[config.mk]
export PLATFORM = sky130hd
export DESIGN_NAME = div_seq
export DESIGN_NICKNAME = d
export VERILOG_FILES = /design/src/rtl/div_seq.sv
export SDC_FILE = /design/constraint.sdc
export NUM_CORES = 1
export LEC_CHECK = 0
export BUFFER_PORTS_ARGS = -buffer_cell sky130_fd_sc_hd__buf_2
export CAP_MARGIN = 20
export CORE_AREA = 2 2 152 154
export DETAILED_ROUTE_END_ITERATION = 8
export DIE_AREA = 0 0 154 156
export HOLD_SLACK_MARGIN = 0.02
export PLACE_DENSITY_LB_ADDON = 0.1
export SYNTH_ARGS = -nofsm -noshare
export SYNTH_HDL_FRONTEND = slang
export SYNTH_SLANG_ARGS = --single-unit
[constraint.sdc]
create_clock -name clk -period 5.3 [get_ports clk]
set_input_delay 0 -clock clk [delete_from_list [all_inputs] [get_ports clk]]
set_output_delay 0 -clock clk [all_outputs]
set_load 0.1 [all_outputs]
[src/rtl/div_seq.sv]
// div_seq: multicycle radix-2 restoring divider for the execute stage.
// Accepts a DIV/DIVU request, stalls the pipeline for 32 steps, and then
// presents the quotient on lo and the remainder on hi with a one-cycle
// result_valid pulse. A flush cancels the operation in any state.
//
// Ports:
//   clk, resetn   clock, asynchronous active-low reset
//   div_valid     divide request, held while the instruction waits in execute
//   div_sign      1 = signed DIV, 0 = DIVU
//   a, b          dividend / divisor, sampled in IDLE on start
//   flush         exception/ERET flush
//   stall_div     pipeline stall request (combinational)
//   result_valid  completion pulse, HI/LO write enable
//   lo, hi        quotient / remainder (registered)
module div_seq (
    input  logic        clk,
    input  logic        resetn,
    input  logic        div_valid,
    input  logic        div_sign,
    input  logic [31:0] a,
    input  logic [31:0] b,
    input  logic        flush,
    output logic        stall_div,
    output logic        result_valid,
    output logic [31:0] lo,
    output logic [31:0] hi
);

    localparam int unsigned W  = 32;
    localparam int unsigned CW = 6;

    typedef enum logic [1:0] {
        S_IDLE,
        S_BUSY,
        S_DONE
    } state_t;

    state_t          state, state_n;
    logic [CW-1:0]   cnt, cnt_n;
    logic [W:0]      rem, rem_n;
    logic [W-1:0]    quo, quo_n;
    logic [W-1:0]    dv, dv_n;
    logic            neg_q, neg_q_n;
    logic            neg_r, neg_r_n;
    logic [W-1:0]    lo_n, hi_n;

    // Step datapath: shifted partial remainder and trial subtraction.
    // One extra bit on the difference gives a clean borrow/sign.
    logic [W+1:0]    shifted;
    logic [W+1:0]    diff;
    logic [W:0]      rem_step;
    logic [W-1:0]    quo_step;
    logic [W-1:0]    a_mag, b_mag;

    // State and datapath registers.
    always_ff @(posedge clk or negedge resetn) begin
        if (!resetn) begin
            state <= S_IDLE;
            cnt   <= '0;
            rem   <= '0;
            quo   <= '0;
            dv    <= '0;
            neg_q <= 1'b0;
            neg_r <= 1'b0;
            lo    <= '0;
            hi    <= '0;
        end else begin
            state <= state_n;
            cnt   <= cnt_n;
            rem   <= rem_n;
            quo   <= quo_n;
            dv    <= dv_n;
            neg_q <= neg_q_n;
            neg_r <= neg_r_n;
            lo    <= lo_n;
            hi    <= hi_n;
        end
    end

    // Next-state, datapath update and outputs.
    always_comb begin
        state_n      = state;
        cnt_n        = cnt;
        rem_n        = rem;
        quo_n        = quo;
        dv_n         = dv;
        neg_q_n      = neg_q;
        neg_r_n      = neg_r;
        lo_n         = lo;
        hi_n         = hi;
        stall_div    = 1'b0;
        result_valid = 1'b0;

        shifted  = {rem, quo[W-1]};
        diff     = shifted - {2'b00, dv};
        rem_step = diff[W+1] ? shifted[W:0] : diff[W:0];
        quo_step = {quo[W-2:0], ~diff[W+1]};

        // 0x80000000 negates to itself, which is the desired unsigned magnitude.
        a_mag = (div_sign && a[W-1]) ? (~a + W'(1)) : a;
        b_mag = (div_sign && b[W-1]) ? (~b + W'(1)) : b;

        unique case (state)
            S_IDLE: begin
                stall_div = div_valid;
                if (div_valid) begin
                    rem_n   = '0;
                    quo_n   = a_mag;
                    dv_n    = b_mag;
                    cnt_n   = '0;
                    neg_q_n = div_sign & (a[W-1] ^ b[W-1]);
                    neg_r_n = div_sign & a[W-1];
                    if (b == '0) begin
                        lo_n    = '1;
                        hi_n    = a;
                        state_n = S_DONE;
                    end else begin
                        state_n = S_BUSY;
                    end
                end
            end
            S_BUSY: begin
                stall_div = 1'b1;
                rem_n     = rem_step;
                quo_n     = quo_step;
                cnt_n     = cnt + CW'(1);
                if (cnt == CW'(W - 1)) begin
                    lo_n    = neg_q ? (~quo_step + W'(1)) : quo_step;
                    hi_n    = neg_r ? (~rem_step[W-1:0] + W'(1)) : rem_step[W-1:0];
                    state_n = S_DONE;
                end
            end
            S_DONE: begin
                result_valid = 1'b1;
                state_n      = S_IDLE;
            end
            default: state_n = S_IDLE;
        endcase

        // Flush cancels everything: no stall, no pulse, no HI/LO update.
        if (flush) begin
            state_n      = S_IDLE;
            lo_n         = lo;
            hi_n         = hi;
            stall_div    = 1'b0;
            result_valid = 1'b0;
        end
    end

endmodule

==> results.json <==
{
  "drive_gt1_share_pct": 12.55,
  "holdPathEnd": "hi[0]",
  "ys_top_cells_by_area": "dfrtp_1 (35%), a21oi_1 (6.8%), xor2_1 (5.6%)",
  "p_leak_nw": 6.094,
  "gp_congestion": 0.9237,
  "p_seq_share_pct": 24.7,
  "grt_pass1_wl_um": 57430,
  "crit_arrival_ns": 4.97,
  "cp-start-kind": "flop",
  "dpl.hpwl_um": 25510,
  "post-route-util_pct": 63.98,
  "drc": 0,
  "setup_violations": 0,
  "clock.fmax_ghz": 0.2155,
  "worst_pin_slew_ns": 0.9708,
  "wl_per_cell_um": 18.35,
  "cellInternalPower_w": 0.003939,
  "htree_levels": 4,
  "antenna_found_initial": 0,
  "track_usage_pct": 29.70,
  "fin_crit_sh_pct": 87.54,
  "status": "completed",
  "area_delta_synth_final_pct": 17.73,
  "clock-sinks": 171,
  "synthArstFlopShare_pct": 100.0,
  "placeableCoreArea_sq_um": 22370,
  "die_h_um": 156,
  "critPathLaunch": "quo[31]",
  "drv_slew": 0,
  "ys.flop_type": "dfrtp_1",
  "cap_violations": 0,
  "power.switching_w": 0.004654,
  "grt_pass1_vias": 11092,
  "insertion_delay_ns": 0.44,
  "holdPathStages": 5,
  "timing.rr.start": "quo[31]",
  "syn_avg_cell_area_sq_um": 8.130,
  "dr.pass1.iters": 6,
  "yosysTopAreaCell": "dfrtp_1",
  "numPortBuffers": 134,
  "overflow": 0,
  "ff2ff_path_depth": 14,
  "yosysTopAreaCellShare_pct": 35.21,
  "die_x_um": 154,
  "clkPwrFrac_pct": 16.1,
  "grt_max_degree": 75,
  "rows": 55,
  "worst_ir_drop_vdd_mv": 0.3933,
  "endpoint_kind": "flop",
  "ioPinCount": 135,
  "drt_iter0_markers": 982,
  "comb_power_share_pct": 59.2,
  "antenna_cells": 0,
  "syn_nets": 1602,
  "ys_ff_latch": 171,
  "cp_max_fo": 7,
  "num-nets-final": 1752,
  "synth-edff-count": 0,
  "r2r_setup_slack_ns": 0.66,
  "hold_viol": 0,
  "p_per_area_nw_per_um2": 600.6,
  "r2r-end": "hi[31]",
  "fin_crit_ns": 4.640,
  "ys_types": 81,
  "holdCritStartpoint": "a[0]",
  "netSwitchingFraction_pct": 54.16,
  "tns_ns": 0,
  "rsz0062_at_grt": "false",
  "synth_area_sq_um": 12150,
  "yosys_warnings": 0,
  "placedCellCount": 1842,
  "synth_seq_area_share_pct": 35.21,
  "final_cells": 1943,
  "layout_commonest_cell": "dfrtp_1",
  "die_area_sq_um": 24020,
  "cts_buffers": 17,
  "netlist_instances": 1495,
  "ant_nets": 0,
  "cts_buffer_depth": 2,
  "tritoncts": "done",
  "wirelength_um": 35650,
  "final_cell_mix": "dfrtp_1 (171), a21oi_1 (164), nor2_1 (159)",
  "initial_core_util_pct": 54.34,
  "skew_ns": 0.01578,
  "path_class": "flop to flop",
  "vias_per_cell": 6.079,
  "slew_headroom_pct": 35.28,
  "cp.required_ns": 5.63,
  "min_path_type": "input port to flop",
  "cts_root_buffer": "clkbuf_16",
  "vias": 11811,
  "clkSlewWorstSetupHoldPaths_ns": 0.07
}
[cell usage after synthesis (8+ instances only)]
library cell    n
a21o_1         11
a21oi_1       164
a31oi_1        16
and2_1          8
and3_1         19
buf_2          11
buf_4           8
clkbuf_1       62
dfrtp_1       171
ha_1           37
inv_1          56
mux2i_1        30
nand2_1       145
nand2b_1        9
nand3_1        26
nand4_1        13
nor2_1        161
nor2b_1         9
nor3_1         35
nor4_1         13
o211ai_1       11
o21ai_0       106
o22ai_1        50
o31ai_1        22
o41ai_1        11
or3_1          17
or4_1          15
xnor2_1        57
xor2_1         78
[logic make-up after synthesis]
kind of cell    Yosys count  share of synthesized area (%)
simple gates            499                          19.55
flops                   171                          35.21
xor+xnor                135                          9.728
mux                      34                          2.841
compound gates          473                          23.76
buf+inv                 145                          4.941
fa+ha+maj                38                          3.974
[state kept, by name (all words and copies together) (netlist names)]
name	flops
dv	32
neg_q	1
cnt	6
neg_r	1
quo	32
lo	32
rem	33
state	2
hi	32
[power groups by stage]
stage / Clock (W) / Combinational [W] / Sequential (W)
floorplan: 0 / 0.00246 / 0.00351
detailed placement: 0 / 0.00497 / 0.00214
global route: 0.00144 / 0.00544 / 0.00218
finish: 0.00138 / 0.00509 / 0.00212
global placement: 0 / 0.00493 / 0.00212
CTS: 0.00139 / 0.00502 / 0.00212
[repair_timing]
item                                   4_1_cts  5_1_grt
hold buffers                                68        0
buffers inserted                             0        0
endpoints found under the hold margin      139        0
setup endpoints to repair                    0        2
gates resized for setup                      0        1
[routing by layer]
layer	share of wire, %	wire (um)	track usage [%]	vias to the layer above
li1	-	-	-	5692
met1	44	15720	40.21	5607
met2	48	17130	50.14	453
met3	5.8	2054	3.694	59
met4	2.1	746	8.856	0
met5	0	0	0	-
[worst max-delay path, cell delays in order (launching register included)]
cell      delay, ns
dfrtp_1        0.46
inv_1          0.09
ha_1           0.18
inv_1          0.06
fa_1           0.40
a21oi_1        0.33
o21bai_1       0.14
xor2_1         0.17
or3_1          0.44
nor4_1         0.60
nand4b_1       0.29
o31a_1         0.43
nor3_1         0.53
nand3_1        0.14
a32o_1         0.27
[cell type report]
type                    instances  area [sq um]
flip-flops and latches        171          4279
clock inverters                14         206.4
well taps                     285         356.6
repair buffers                218          1503
clock buffers                  18         429.2
multi-input cells            1179          7312
inverters                      58         222.7
fillers                      1951          8056
[worst max-delay path by stage]
stage	endpoint	depth (start not counted)	slack, ns
2_1_floorplan	hi[30]	21	0.66
3_3_place_gp	hi[30]	16	0.77
3_5_place_dp	hi[30]	16	0.62
4_1_cts	hi[30]	16	0.60
5_1_grt	hi[30]	16	0.14
6_report	hi[31]	14	0.66
[stage by stage]
stage	total power, W	area (sq um)	hold WS, ns	worst slack, ns
6_report	0.008593	14310	0.01754	0.6602
3_5_place_dp	0.007108	12970	0.01440	0.6181
2_1_floorplan	0.005975	12150	-0.2956	0.6552
4_1_cts	0.008535	14280	0.02246	0.5993
3_3_place_gp	0.007053	12970	0.01985	0.7713
5_1_grt	0.009068	14310	0.04899	0.1433
(Power assumes the default switching activity.)
